--- config.mk ---
export PLATFORM = sky130hd
export DESIGN_NAME = dte_diag_reader
export DESIGN_NICKNAME = d
export VERILOG_FILES = /design/src/rtl/dte_diag_reader.sv
export SDC_FILE = /design/constraint.sdc
export NUM_CORES = 1
export LEC_CHECK = 0
export ABC_AREA = 1
export CAP_MARGIN = 20
export CORE_UTILIZATION = 40
export CTS_CLUSTER_SIZE = 20
export DETAILED_ROUTE_END_ITERATION = 10
export PLACE_DENSITY = 0.77
export SYNTH_ARGS = -nofsm -noshare
export SYNTH_HDL_FRONTEND = slang
export SYNTH_SLANG_ARGS = --single-unit
--- constraint.sdc ---
create_clock -name clk -period 1.5 [get_ports clk]
set_input_delay 0.15 -clock clk [delete_from_list [all_inputs] [get_ports clk]]
set_output_delay 0.15 -clock clk [all_outputs]
set_load 0.005 [all_outputs]
--- src/rtl/dte_diag_reader.sv ---
// EBUS diagnostic register reader: strobes DIAG selectors and returns sampled words.
// Optional parity on returned data when DTE_DIAG_PARITY_EN is defined.
module dte_diag_reader #(
    parameter int unsigned SETTLE_CYCLES  = 3,
    parameter int unsigned TIMEOUT_CYCLES = 15
) (
    input  logic        clk,
    input  logic        reset,
    input  logic        reqValid,
    output logic        reqReady,
    input  logic [2:0]  reqSel,
    input  logic        reqDump,
    output logic [2:0]  diagSel,
    output logic        diagReadFunc12x,
    input  logic        ebusDriving,
    input  logic [0:35] ebusData,
    output logic        rspValid,
    input  logic        rspReady,
    output logic [2:0]  rspSel,
    output logic [0:35] rspData,
    output logic        rspTimeout,
    output logic        rspLast,
    output logic        rspParity,
    output logic        busy
);

    localparam logic [7:0] SettleCnt  = 8'(SETTLE_CYCLES);
    localparam logic [7:0] TimeoutCnt = 8'(TIMEOUT_CYCLES);

    typedef enum logic [1:0] {StIdle, StDrive, StResp} state_e;

    state_e      state_q, state_d;
    logic [2:0]  sel_q, sel_d;
    logic        dump_q, dump_d;
    logic [7:0]  cnt_q, cnt_d;
    logic [0:35] data_q, data_d;
    logic        timeout_q, timeout_d;
    logic        last_q, last_d;
    logic        capture;

    always_comb begin
        state_d   = state_q;
        sel_d     = sel_q;
        dump_d    = dump_q;
        cnt_d     = cnt_q;
        data_d    = data_q;
        timeout_d = timeout_q;
        last_d    = last_q;
        capture   = 1'b0;
        unique case (state_q)
            StIdle: begin
                if (reqValid) begin
                    sel_d   = reqDump ? 3'd0 : reqSel;
                    dump_d  = reqDump;
                    cnt_d   = 8'd1;
                    state_d = StDrive;
                end
            end
            StDrive: begin
                // Once settled, the first cycle with a driver wins over the timeout.
                if (cnt_q >= SettleCnt && ebusDriving) begin
                    data_d    = ebusData;
                    timeout_d = 1'b0;
                    last_d    = !dump_q || (sel_q == 3'd7);
                    capture   = 1'b1;
                    state_d   = StResp;
                end else if (cnt_q >= TimeoutCnt) begin
                    data_d    = '0;
                    timeout_d = 1'b1;
                    last_d    = 1'b1;
                    capture   = 1'b1;
                    state_d   = StResp;
                end else begin
                    cnt_d = cnt_q + 8'd1;
                end
            end
            StResp: begin
                if (rspReady) begin
                    if (last_q) begin
                        state_d = StIdle;
                    end else begin
                        sel_d   = sel_q + 3'd1;
                        cnt_d   = 8'd1;
                        state_d = StDrive;
                    end
                end
            end
            default: state_d = StIdle;
        endcase
    end

    always_ff @(posedge clk) begin
        if (reset) begin
            state_q   <= StIdle;
            sel_q     <= '0;
            dump_q    <= 1'b0;
            cnt_q     <= '0;
            data_q    <= '0;
            timeout_q <= 1'b0;
            last_q    <= 1'b0;
        end else begin
            state_q   <= state_d;
            sel_q     <= sel_d;
            dump_q    <= dump_d;
            cnt_q     <= cnt_d;
            data_q    <= data_d;
            timeout_q <= timeout_d;
            last_q    <= last_d;
        end
    end

`ifdef DTE_DIAG_PARITY_EN
    logic parity_q;

    // Timeout loads zero data, so its parity is zero as well.
    always_ff @(posedge clk) begin
        if (reset) begin
            parity_q <= 1'b0;
        end else if (capture) begin
            parity_q <= ^data_d;
        end
    end

    assign rspParity = parity_q;
`else
    assign rspParity = 1'b0;
`endif

    assign reqReady        = (state_q == StIdle);
    assign busy            = (state_q != StIdle);
    assign diagReadFunc12x = (state_q == StDrive);
    assign diagSel         = sel_q;
    assign rspValid        = (state_q == StResp);
    assign rspSel          = sel_q;
    assign rspData         = data_q;
    assign rspTimeout      = timeout_q;
    assign rspLast         = last_q;

endmodule

== Word-level counts from Yosys, hierarchy flattened ==
Cells that the tools add are included.
Widths: inputs -> output; s select.
Cells by class
  multipliers: 0
  order comparisons: 2
  reductions and logical operators: 13
  muxes and demuxes: 22
  eq/ne operators: 9
  $add $sub $neg: 2
  shift-type cells: 0
  div/mod/pow operators: 0
  bitwise operators: 0
Operators by type and width (count)
  $mux 36: 2
  $mux 8: 5
  $pmux 8 s3: 1
  $mux 3: 4
  $add 8x1->8 const B: 1
  $ge 8x2->1 const B: 1
  $ge 8x4->1 const B: 1
  $mux 2: 4
  $ne 2x2->1 const B: 4
  $pmux 2 s3: 1
  $pmux 3 s2: 1
  $reduce_and 6->1: 1
  $reduce_bool 2->1: 3
  $mux 1: 4
  $reduce_and 2->1: 2
  $reduce_and 4->1: 1
  $add 3x1->3 const B: 1
  $eq 3x3->1 const B: 1
  $ne 3x1->1 const B: 1
  $reduce_and 3->1: 1
  $reduce_bool 3->1: 1
  $eq 2x1->1 const B: 1
  $eq 2x2->1 const B: 1
  $logic_not 2->1: 1
  other kinds (4): 4
Storage, ports and cells
  logic and storage cells: 55
  bits in latches: 0
  ROM bits: 0
  bits in writable memories: 0
  input bits: 45
  memories: 0
  bits in registers: 52

== Depth between registers and ports, before layout ==
  depth in word-level cells: 4
  gate-level depth with buffers: 11

== Worst setup path before layout ==
OpenSTA, ideal clock, no wires.
  path kind: register -> register
  start point: reg cnt_q[0]
  end point: reg cnt_q[3]
  data arrival time: 1.305 ns
  path slack: 0.131 ns
  period minus slack after synthesis: 1.369 ns
  stages on the path, launching flop included: 12
  data required time: 1.436 ns
  cell sequence: dfxtp_1 -> ha_1 -> nand2_1 -> inv_1 -> nand2_1 -> nand2_1 -> nand2_1 -> buf_2 -> nand4_1 -> nand2_1 -> inv_1 -> nor2_1
On the way
  cells in the longest elaborated chain, start to end: 4
Ends and longest elaborated chain
  start, declared: line 35  | logic [7:0] cnt_q, cnt_d;
  start signal, assigned: line 105  | cnt_q <= cnt_d;
  $add 8x1->8 / $ge 8x2->1 (equally long branches): line 74, 61
  $mux 8 / $logic_and 1x1->1 (equally long branches): line 67, 61
  $mux 8 / $ne 2x2->1 (equally long branches)
  $pmux 8 s3 / $reduce_and 6->1 (equally long branches)
Parallel ways exist; a longest one is shown, timed or not. The select of a mux whose other input is x is not followed.
A chain may end at the register's enable or synchronous reset.

== Worst setup path after layout ==
  start point: reg cnt_q[1]
  end point: reg last_q, in the netlist rspLast
On the way
  cells in the longest elaborated chain, start to end: 4
Ends and longest elaborated chain
  $ge 8x2->1: line 61  | if (cnt_q >= SettleCnt && ebusDriving) begin
  $logic_and 1x1->1: line 61
  $reduce_bool 2->1 (no line)
  $reduce_and 2->1 (no line)
  end signal, assigned: line 108  | last_q <= last_d;
  end, declared: line 38  | logic last_q, last_d;
Parallel ways exist; a longest one is shown, timed or not.

==> metrics.md <==
| Metric | Value |
|---|---|
| Buffers added on ports | `92` |
| Critical path, cell by cell | `ha_4 -> nand2_1 -> inv_1 -> nand2_1 -> nand2_2 -> nand2_4 -> buf_12 -> nand2_1 -> nand3_1 -> nand2_1 -> nor2_1` |
| Clk sink count | `52` |
| Fraction of layout cells with a size suffix above 1 | `0.117` |
| Initial core utilization | `0.416` |
| RSZ-0062 raised after global routing | `true` |
| Worst-path clk slew | `approximately 0.090 ns` |
| Die Height | `75.1 um` |
| Initial antenna violation count | `0` |
| Routed Antenna Nets | `0` |
| CTS buffer count | `5` |
| Setup crit start kind | `flop` |
| Total GRT Usage | `0.188` |
| CP dominant cell by count | `nand2_1` |
| Hold crit path type | `primary input to flop` |
| Max-Cap Viols | `0` |
| Sw Share | `0.223` |
| Net Switching | `about 0.60 mW` |
| DR iter-0 viols | `just under 70` |
| Area after DPL | `3180 sq um` |
| GR Overflow Total | `0` |
| Routability congestion estimate | `~0.83` |
| Max Root-Sink Buffers | `2` |
| Num ports | `94` |
| Minimum clock period | `1.40 ns` |
| Post-layout util | `0.660` |
| WS Path Type | `flop to flop` |
| DRC viols | `0` |
| DIE AREA | `5650 sq um` |
| Largest net degree at the start of global routing | `26` |
| CP endpoint kind | `flop` |
| TritonCTS clock tree | `yes` |
| Clock power frac | `0.359` |
| Power Dens Cells | `between 700 and 800 nW/um^2` |
| Number of global-route vias before repair | `1,873` |
| Area of the multi-input gates | `943 sq um` |
| Area delta synth->final | `58.7%` |
| P_int | `between 2 and 2.5 mW` |
| Wire length per cell | `12.0 um` |
| Global-route wire length before repair | `8200 um` |
| Synthesis-stage register bit count | `52` |
| Total vias in the final route | `2,220` |
| Synth Area per Inst | `7.43 sq um` |
| Status | `finished clean` |
| Crit-path slowest cell | `dfxtp_2` |
| FMAX | `715 MHz` |
| CTS Hold Bufs | `0` |
| Cell Rows | `26` |
| Largest stage delay, worst path | `0.38 ns` |
| Netlist cell types | `22` |
| CP Depth | `11` |
| Static Leak | `~1.3 nW` |
| Final Hold Violating Endpoints | `0` |
| Post-synthesis sequential area ratio | `0.487` |
| Cell area after layout | `~3400 sq um` |
| Final nets | `approximately 430` |
| Setup Viol. Count Final | `0` |
| Routed Wire Length | `5460 um` |
| Diode count | `0` |
| Max FO, Critical Path | `13` |
| Critical path arrival | `1.61 ns` |
| Final Power | `roughly 2.7 mW` |
| Commonest non-fill, non-tap cells in the layout | `clkdlybuf4s50_1, nand2_1, dfxtp_1` |
| Most common cell after layout, fill and taps aside | `clkdlybuf4s50_1` |
| Die X | `75.1 um` |
| Syn nets | `around 340` |
| Sequential Power Share | `0.526` |
| Synthesized cell area | `between 2000 and 2500 sq um` |
| Final Skew | `0.00470 ns` |
| Storage cell area | `approximately 1000 sq um` |
| R2r worst-path depth | `11` |
| Drt pass-1 iters | `4` |
| Slew Viols, Final | `0` |
| Worst Hold Depth | `2` |
| Htree depth | `2` |
| Req. time, crit path | `1.71 ns` |
| CP Buf/Inv Count | `2` |
| Fill count | `483` |
| Worst hold slack | `0.228 ns` |
| Maximum vdd drop | `approximately 0.5 mV` |
| Gate Count Post-Synth | `288` |
| DP HPWL | `3790 um` |
| Clock Latency Late Sink | `roughly 0.3 ns` |
| CTS Root Cell | `clkbuf_8` |
| Logic pwr share | `0.115` |
| Core Box Area | `5140 sq um` |
| Vias/cell | `4.88` |
| Final worst-path cycle share | `0.933` |
| Yosys warns | `0` |
| Top delay family on crit path | `simple AND/OR/NAND/NOR gates` |
-- final timing paths --
check | from | slack (ns) | end
worst max-delay path | cnt_q[1] | 0.10 | rspLast
worst min register to register | cnt_q[4] | 0.44 | cnt_q[4]
worst min-delay path | reset | 0.23 | state_q[0]
worst max register to register | cnt_q[1] | 0.10 | rspLast
-- metrics by stage --
step	std cells	setup WS (ns)	setup TNS, ns
after floorplan	288	0.131	0
after global placement	443	0.0631	0
after detailed placement	443	0.0237	0
after CTS	453	0.0108	0
after global routing	455	-0.0223	-0.0615
final	455	0.100	0
-- power by group through the flow --
stage          registers [mW]  logic [mW]  clock network (mW)
2_1_floorplan            1.45       0.104                   0
3_3_place_gp             1.45       0.294                   0
3_5_place_dp             1.45       0.297                   0
4_1_cts                  1.42       0.301               0.997
5_1_grt                  1.42       0.341                1.05
6_report                 1.42       0.311               0.970
-- layer usage --
| layer | global-route usage | wire, um | vias up |
|---|---|---|---|
| met1 | 0.234 | 2400 | 1007 |
| met3 | 0.0388 | 312 | 7 |
| met2 | 0.329 | 2690 | 75 |
| met4 | 0.0556 | 56 | 0 |
| li1 | - | - | 1131 |
| met5 | 0 | 0 | - |
-- layout make-up --
cell class,count,share of cell area
Clock buffer,6,0.0214
Clock inverter,2,0.0114
Inverter,24,0.0273
Tap cell,70,0.0258
Timing Repair Buffer,109,0.328
Sequential cell,52,0.308
Multi-Input combinational cell,192,0.278
-- sequential cells by signal, summed over array words and instances, names as in the netlist --
name and count:
dump_q 1, state_q 2, rspTimeout 1, rspData 36, diagSel 3, rspLast 1
cnt_q 8
-- repair_timing --
action                     4_1_cts  5_1_grt
gates resized for setup          4       17
buffers inserted                 2        1
pin swaps                        0        2
cloned                           0        1
setup endpoints to repair        4       51
-- cells in the mapped netlist --
master    instances  area, sq um
inv_1            20         75.1
clkbuf_1          5         18.8
a211oi_1          2         15.0
o211ai_1          1         7.51
nor3_1            2         10.0
conb_1            1         3.75
buf_4             7         52.6
dfxtp_1          52         1040
ha_1              3         37.5
nand3_2           2         20.0
a21oi_1          41          205
buf_2             6         30.0
nor2_1           21         78.8
inv_2             4         15.0
nand3_1          40          200
nor2_2            1         6.26
nand2_2           1         6.26
buf_1             2         7.51
nand4_1           4         25.0
a311oi_1          1         8.76
o21ai_0           4         20.0
nand2_1          68          255
-- logic make-up (layout without fill, tap and decap cells) --
kind of cell,count (synthesis),in the layout,share of synthesized area
AO/OA/AOI/OAI,49,49,0.120
adder cells (fa/ha/maj),3,3,0.0175
buffers and inverters,44,141,0.0930
flip-flops,52,52,0.487
other,1,1,0.00175
AND/OR/NAND/NOR,139,139,0.281
-- worst register-to-register path: cells and delay by family (launching register included) --
kind | cells | cell delay (ns)
DFF | 1 | 0.38
and+or+nand+nor | 8 | 0.55
adders and majority gates | 1 | 0.15
buffers and inverters | 2 | 0.23
Power figures use the tool's default switching activity.
